<file path="config.mk">
export PLATFORM = sky130hd
export DESIGN_NAME = alu_multiciclo
export DESIGN_NICKNAME = d
export VERILOG_FILES = /design/src/rtl/alu_multiciclo.sv
export SDC_FILE = /design/constraint.sdc
export NUM_CORES = 1
export LEC_CHECK = 0
export CORE_MARGIN = 2
export CORE_UTILIZATION = 30
export CTS_BUF_LIST = sky130_fd_sc_hd__clkbuf_16
export DETAILED_ROUTE_END_ITERATION = 16
export HOLD_SLACK_MARGIN = 0.15
export SLEW_MARGIN = 20
export SYNTH_ARGS = -nofsm -noshare
export SYNTH_HDL_FRONTEND = slang
export SYNTH_SLANG_ARGS = --single-unit
</file>
<file path="constraint.sdc">
create_clock -name clk -period 4.9 [get_ports clk]
set_input_delay 0.49 -clock clk [delete_from_list [all_inputs] [get_ports clk]]
set_output_delay 0.49 -clock clk [all_outputs]
set_load 0.01 [all_outputs]
</file>
<file path="src/rtl/alu_multiciclo.sv">
// Multi-cycle ALU stage between the register bank read ports and its write-back port.
// Logic/add/sub finish in one execute cycle; MUL runs a 32-step shift-add sequence.
module alu_multiciclo (
  input  logic        clk,
  input  logic        rst_n,
  input  logic        start,
  input  logic [3:0]  op,
  input  logic [31:0] a,
  input  logic [31:0] b,
  input  logic [4:0]  rd,
  output logic [31:0] result,
  output logic [4:0]  aw,
  output logic        we,
  output logic        busy,
  output logic        done,
  output logic        zero,
  output logic        ovf,
  output logic        err
);

  localparam logic [3:0] OP_AND = 4'b0000;
  localparam logic [3:0] OP_OR  = 4'b0001;
  localparam logic [3:0] OP_ADD = 4'b0010;
  localparam logic [3:0] OP_SUB = 4'b0110;
  localparam logic [3:0] OP_SLT = 4'b0111;
  localparam logic [3:0] OP_NOR = 4'b1100;
  localparam logic [3:0] OP_MUL = 4'b1000;

  typedef enum logic [1:0] {
    S_IDLE,
    S_EXEC,
    S_MUL,
    S_DONE
  } state_t;

  state_t      state_q;
  logic [31:0] a_q, b_q, acc_q, result_q;
  logic [3:0]  op_q;
  logic [4:0]  rd_q, aw_q;
  logic [5:0]  cnt_q;
  logic        we_q, busy_q, done_q, zero_q, ovf_q, err_q;

  logic [31:0] sum_d, diff_d, res_d, acc_d;
  logic        ovf_d, err_d;

  always_comb begin
    sum_d  = a_q + b_q;
    diff_d = a_q - b_q;
    res_d  = '0;
    ovf_d  = 1'b0;
    err_d  = 1'b0;
    case (op_q)
      OP_AND: res_d = a_q & b_q;
      OP_OR:  res_d = a_q | b_q;
      OP_NOR: res_d = ~(a_q | b_q);
      OP_ADD: begin
        res_d = sum_d;
        ovf_d = (a_q[31] == b_q[31]) && (sum_d[31] != a_q[31]);
      end
      OP_SUB: begin
        res_d = diff_d;
        ovf_d = (a_q[31] != b_q[31]) && (diff_d[31] != a_q[31]);
      end
      OP_SLT: res_d = {31'b0, ($signed(a_q) < $signed(b_q))};
      default: err_d = 1'b1;
    endcase
  end

  // During MUL, a_q is the shifting multiplicand and b_q the shifting multiplier.
  always_comb begin
    acc_d = acc_q + (b_q[0] ? a_q : '0);
  end

  always_ff @(posedge clk or negedge rst_n) begin
    if (!rst_n) begin
      state_q  <= S_IDLE;
      a_q      <= '0;
      b_q      <= '0;
      acc_q    <= '0;
      op_q     <= '0;
      rd_q     <= '0;
      cnt_q    <= '0;
      result_q <= '0;
      aw_q     <= '0;
      we_q     <= 1'b0;
      busy_q   <= 1'b0;
      done_q   <= 1'b0;
      zero_q   <= 1'b0;
      ovf_q    <= 1'b0;
      err_q    <= 1'b0;
    end else begin
      case (state_q)
        S_IDLE: begin
          if (start) begin
            a_q     <= a;
            b_q     <= b;
            op_q    <= op;
            rd_q    <= rd;
            acc_q   <= '0;
            cnt_q   <= '0;
            busy_q  <= 1'b1;
            state_q <= (op == OP_MUL) ? S_MUL : S_EXEC;
          end
        end
        S_EXEC: begin
          result_q <= res_d;
          zero_q   <= (res_d == '0);
          ovf_q    <= ovf_d;
          err_q    <= err_d;
          aw_q     <= rd_q;
          we_q     <= ~err_d;
          busy_q   <= 1'b0;
          done_q   <= 1'b1;
          state_q  <= S_DONE;
        end
        S_MUL: begin
          acc_q <= acc_d;
          a_q   <= a_q << 1;
          b_q   <= b_q >> 1;
          cnt_q <= cnt_q + 6'd1;
          if (cnt_q == 6'd31) begin
            result_q <= acc_d;
            zero_q   <= (acc_d == '0);
            ovf_q    <= 1'b0;
            err_q    <= 1'b0;
            aw_q     <= rd_q;
            we_q     <= 1'b1;
            busy_q   <= 1'b0;
            done_q   <= 1'b1;
            state_q  <= S_DONE;
          end
        end
        S_DONE: begin
          done_q  <= 1'b0;
          we_q    <= 1'b0;
          state_q <= S_IDLE;
        end
        default: state_q <= S_IDLE;
      endcase
    end
  end

  assign result = result_q;
  assign aw     = aw_q;
  assign we     = we_q;
  assign busy   = busy_q;
  assign done   = done_q;
  assign zero   = zero_q;
  assign ovf    = ovf_q;
  assign err    = err_q;

endmodule

</file>
==> run_results.csv <==
group,metric,value,unit
timing,finalCritPeriodShare,0.944,
floorplan,coreArea,47700,µm²
logic_synthesis,syn_nets,2008,
route,ant_nets,0,
logic_synthesis,syn_inst,1795,
setup_path,slowest_delay,0.54,ns
route,viasPerCell,5.76,
logic_synthesis,syn_area_per_cell,8.08,µm²
timing,min_period,4.63,ns
timing,hold_violations,0,
worst_hold_path,hold_class,"flip-flop to flip-flop",
worst_hold_path,worstHoldPathCells,2,
setup_path,cp.arrival,5.04,ns
clocking,path_clk_slew,0.08,ns
clocking,clockBufferDepth,2,
logic_synthesis,synthXorXnorAreaFrac,0.0229,
place,portBuffers,118,
logic_synthesis,synthAdderAreaFrac,0.120,
logic_synthesis,synthDistinctLibCells,94,
logic_synthesis,synthFlopType,"dfrtp_1",
clocking,clk_latency,0.50,ns
clocking,htree_levels,4,
timing,setup_violations,0,
timing,fin_ws,0.273,ns
global_route,grt_pass1_vias,13500,
floorplan,die_area,50100,µm²
timing,rsz0062_at_grt,"false",
setup_path,worstReg2RegEnd,"zero",
logic_synthesis,synthSimpleGateAreaFrac,0.169,
finish,layout.nets,2060,
global_route,overflow,0,
global_route,antenna_found_initial,1,
floorplan,die_w,224,µm
setup_path,crit_path_cell_trace,"inv_1, buf_4, nor2_1, ha_1, a21o_1, o21bai_1, a211oi_1, o31ai_1, a41oi_1, xnor2_1, nand4b_1, nor4_1, and4b_1, nand4_1, o211ai_1",
timing,slew_violations,0,
finish,diodes,0,
clocking,cts_tree,"done",
place,gp_congestion,0.972,
status,status,"finished clean",
clocking,numClockSinks,156,
floorplan,pin_count,119,
logic_synthesis,synth_seq_cells,156,
logic_synthesis,syn_area,14500,µm²
clocking,cts-buffers-inserted,17,
setup_path,startpoint_type,"flip-flop",
run,maxCapViolations,0,
worst_hold_path,min-delay-start,"result[26]",
clocking,cts-root-buf,"clkbuf_16",
route,drc,0,
timing,worst_pin_slew,1.20,ns
floorplan,dieHeight,224,µm
place,dp_hpwl,41800,µm
worst_hold_path,worst_hold_path.endpoint,"result[26]",
route,num_vias,14300,
timing,max_slew_margin,0.192,
global_route,grt_pass1_wl,84000,µm
setup_path,rr_worst_depth,15,
setup_path,r2r_setup_slack,0.27,ns
clocking,postCtsSetupRepairBufs,0,
finish,layout-drive-gt1-share,0.0699,
logic_synthesis,synth-async-reset-ratio,1.00,
logic_synthesis,yosys_warnings,0,
route,drt-wirelength-per-cell,22.3,µm
setup_path,critPathMaxFanout,19,
floorplan,start_util,0.304,
logic_synthesis,seq_area_frac_synth,0.269,
timing,skew,0.0136,ns
route,wl,55100,µm
setup_path,criticalPathCategory,"flip-flop to flip-flop",
finish,area_delta_synth_final,16.3,%
setup_path,slowest_stage,"a41oi_1",
finish,final_common_cell,"nand2_1",
logic_synthesis,synth_edf_count,0,
logic_synthesis,synthMuxAreaShare,0.0706,
global_route,grt_max_degree,157,
timing,fmax,216,MHz
timing,fin_tns_setup,0,ns
route,dr.pass1.iters,5,
finish,final_cell_mix,"nand2_1, o21ai_0, dfrtp_1, ha_1, a21oi_1",
setup_path,required,5.31,ns
route,drtIter0Drc,1416,
place,dp_slack,0.311,ns
logic_synthesis,synth_top_family_by_area,"compound AO/OA/AOI/OAI gates",
global_route,grt_util_all_layers,0.221,
setup_path,cp-end-kind,"flip-flop",
setup_path,timing.rr.start,"b_q[0]",
logic_synthesis,synth_compound_area_frac,0.288,
floorplan,num_rows,80,
registers in the layout, summed over array words and instances, names as in the netlist:
name     count
state_q      2
busy         1
aw           5
done         1
ovf          1
op_q         4
err          1
rd_q         5
zero         1
result      32
acc_q       32
a_q         32
cnt_q        6
b_q         32
we           1
metal layers:
layer | GRT usage | wire, µm | vias to the layer above
li1 | - | - | 6710
met4 | 0.0637 | 1150 | 0
met3 | 0.0350 | 3480 | 71
met5 | 0 | 0 | -
met1 | 0.320 | 26200 | 6919
met2 | 0.337 | 24300 | 568
how the worst max path moves through the flow:
stage	start	to	slack [ns]	cells after the start
3_5_place_dp	b_q[0]	zero	0.31	15
3_3_place_gp	b_q[0]	zero	0.25	15
4_1_cts	b_q[0]	zero	0.28	15
2_1_floorplan	b_q[0]	zero	1.62	15
6_report	b_q[0]	zero	0.27	15
5_1_grt	b_q[0]	zero	0.04	15
per-stage QoR:
step	std cells	hold slack [ns]	cell area [µm²]	util
2_1_floorplan	1795	0.194	14500	-
3_3_place_gp	2442	0.460	16300	0.341
3_5_place_dp	2442	0.461	16300	0.341
4_1_cts	2475	0.478	16900	0.353
5_1_grt	2475	0.501	16900	0.353
6_report	2475	0.474	16900	0.353
critical path: cells and delay by family (launching register included):
kind / cells / cell delay (ns)
adder cells (fa/ha/maj): 1 / 0.40
buffers and inverters: 2 / 0.82
AND/OR/NAND/NOR: 5 / 1.16
flip-flops: 1 / 0.44
AO/OA/AOI/OAI: 6 / 1.50
XOR/XNOR: 1 / 0.22
timing repair:
action	in CTS	in global routing
resized for setup	0	0
hold buffers	1	0
hold endpoints to repair	85	0
kinds of logic after synthesis:
group,Yosys count
XOR/XNOR,38
buffers and inverters,229
AO/OA/AOI/OAI,617
flip-flops,156
adder cells (fa/ha/maj),137
AND/OR/NAND/NOR,519
multiplexers,99
layout make-up:
type / count / area [µm²]
Clock buffer: 17 / 425
Multi-Input combinational cell: 1410 / 9770
Inverter: 114 / 428
Fill cell: 4969 / 30900
Timing Repair Buffer: 148 / 1420
Sequential cell: 156 / 3900
Tap cell: 615 / 769
Clock inverter: 15 / 151
synth_stat cells (21+ instances only):
library cell / number / area (µm²)
a22oi_1: 35 / 263
ha_1: 134 / 1680
o22ai_1: 36 / 225
dfrtp_1: 156 / 3900
nand2_1: 204 / 766
a21oi_1: 122 / 611
a211oi_1: 22 / 165
a21o_1: 21 / 158
nand3_1: 37 / 185
a22o_1: 25 / 219
o21ai_0: 158 / 791
nand4_1: 26 / 163
mux2i_1: 75 / 751
nor3_1: 25 / 125
inv_1: 113 / 424
mux2_2: 23 / 259
clkbuf_1: 89 / 334
nor2_1: 119 / 447
o31ai_1: 24 / 180
Power is not shown: default switching activity piles up to over one toggle a cycle in this logic, so the estimate is an artifact.
==> RTL edit: new RTL, config.mk and constraints unchanged <==
Re-encode `state_t` (4 states) as one-hot, 4 bits wide.
--- a/src/rtl/alu_multiciclo.sv
+++ b/src/rtl/alu_multiciclo.sv
@@ -27,9 +27,9 @@
   localparam logic [3:0] OP_MUL = 4'b1000;
 
-  typedef enum logic [1:0] {
-    S_IDLE,
-    S_EXEC,
-    S_MUL,
-    S_DONE
+  typedef enum logic [3:0] {
+    S_IDLE = 4'b0001,
+    S_EXEC = 4'b0010,
+    S_MUL  = 4'b0100,
+    S_DONE = 4'b1000
   } state_t;
 
Function: no difference found for any inputs over 10 cycles, from zero or initial values and one cycle with rst_n low; not proved beyond that.
==> RTL edit against the original RTL <==
Setup slack gained 250 ps; die area shrank 0.80%; synthesized area shrank 0.81%; routed wire length grew 4.7%; synthesized cell count grew 5.2%; sequential cell count grew 2; cell area shrank 1.3%; first-iteration DRC count grew 11%; clock skew grew 8.5 ps; non-clock buffer count grew 4; global-route usage grew 1.2 points; critical path type unchanged; largest cell class unchanged; highest routed layer unchanged.
==> RTL edit: results (changes against the original RTL) <==
* CTS clk-pin slew, worst paths at 80 ps (about the same)
* Share of the yosys chip area belonging to registers at 27.48% (was 26.91%)
* Share of layout cells above drive strength 1 at 6.221% (was 6.989%)
* Initial antenna violation count at 0 (was 1)
* Commonest cells post-synth: nand2_1, nor2_1, dfrtp_1, a21oi_1, ha_1 (was nand2_1, o21ai_0, dfrtp_1, ha_1, a21oi_1)
* Hold wc startpoint: aw[2] (was result[26])
* Final Wtd Congestion at 0.9786 (was 0.9715)
* Netlist cell types at 98 (was 94)
* Initial DRC Count at 1578 (was 1416)
* Post-route design area at 0.01666 sq mm (was 0.01687 sq mm)
* Vias at 14990 (was 14270)
* CP arrival at 4800 ps (was 5040 ps)
* Average wire per standard cell at 22.55 um (was 22.27 um)
* Hold Path End: aw[2] (was result[26])
* Max stage delay on crit path at 410 ps (was 540 ps)
* DP HPWL at 43.04 mm (was 41.84 mm)
* Synth Net Count at 2098 (was 2008)
* Setup slack, reg-to-reg at 530 ps (was 270 ps)
* Vias in the first global route at 14340 (was 13530)
* # fillers at 4999 (was 4969)
* Actual slew at the worst max-slew pin at 997.4 ps (was 1199 ps)
* Post-DP Area at 0.01609 sq mm (was 0.01628 sq mm)
* DRT Pass-1 Iters at 7 (was 5)
* Later-pin clock latency in the skew report at 500 ps (about the same)
* Worst hold path depth at 2 (unchanged)
* First-pass GRT wire length at 88.98 mm (was 84.04 mm)
* CP Max Fanout at 23 (was 19)
* Largest net degree at the start of global routing at 93 (was 157)
* R2R depth at 16 (was 15)
* Post-synth top area share at 27.30% (was 26.91%)
* Cts repair resizes at 0 (unchanged)
* Top cells by area, synth: dfrtp_1, ha_1, nand2_1 (was dfrtp_1, ha_1, o21ai_0)
* CP max-delay cell: dfrtp_1 (was a41oi_1)
* GRT Overall Usage at 23.25% (was 22.06%)
* Clock skew at 22.05 ps (was 13.58 ps)
* Run status: completed (unchanged)
* VDD IR max at 0.2936 mV
-- RTL edit: changes by cell type in the layout (fill, tap and decap cells not counted), moves of 9 or more --
cell and delta:
a31oi_1 +39, o21ai_1 +9, nand3_1 +19, nand2_1 +53, mux2i_1 -73, nor2_1 +90
a21oi_1 +19, o21ai_0 -51, mux2_2 -18, inv_1 -10, a22o_1 -20, o31ai_1 -15
o22ai_1 +17
-- RTL edit: logic make-up after synthesis --
group,Yosys count,share of synthesized area (%)
AND/OR/NAND/NOR,686,21.71
buffers and inverters,233,6.625
adder cells (fa/ha/maj),134,11.81
flip-flops,158,27.48
multiplexers,7,0.5303
XOR/XNOR,37,2.252
AO/OA/AOI/OAI,633,29.59
-- RTL edit: worst max-delay path by stage --
stage	endpoint	slack, ps
2_1_floorplan	zero	1450
3_3_place_gp	zero	560
3_5_place_dp	zero	560
4_1_cts	zero	570
5_1_grt	zero	290
6_report	zero	530
-- RTL edit: area by class of cell --
| class | count | share of cell area, % |
|---|---|---|
| Multi-Input combinational cell | 1497 | 57.23 |
| Tap cell | 615 | 4.620 |
| Timing Repair Buffer | 152 | 8.646 |
| Inverter | 106 | 2.389 |
| Clock buffer | 17 | 2.554 |
| Clock inverter | 15 | 0.8188 |
| Sequential cell | 158 | 23.74 |
-- RTL edit: stage by stage --
stage	cells	setup slack (ps)	hold WS (ps)
after global routing	2560	288.1	498.1
after global placement	2527	556.1	457.1
after CTS	2560	570.2	478.2
after floorplan	1888	1451	194.4
final	2560	525.6	471.5
after detailed placement	2527	563.0	459.5
-- RTL edit: critical path, delay by kind of cell, from the launching register on --
family / cells / cell delay (ps)
and+or+nand+nor: 3 / 650
AOI/OAI and AO/OA: 8 / 1720
adders and majority gates: 1 / 400
xor gates and xnor gates: 1 / 220
buffers and inverters: 3 / 880
DFF: 1 / 410
-- RTL edit: metal layers --
metal	share of wire [%]	wire length, um	vias up	GRT usage [%]
met5	0	0	-	0
met4	1.7	953	0	6.192
met3	7.8	4506	69	4.359
met2	43	24900	642	35.08
met1	47	27380	7339	33.83
li1	-	-	6942	-
-- RTL edit: power by group --
part / internal [mW] / total, mW / switching (mW)
combinational: 3.24 / 9.46 / 6.22
sequential: 1.79 / 2.32 / 0.525
clock: 0.704 / 1.36 / 0.658
total: 5.73 / 13.1 / 7.41
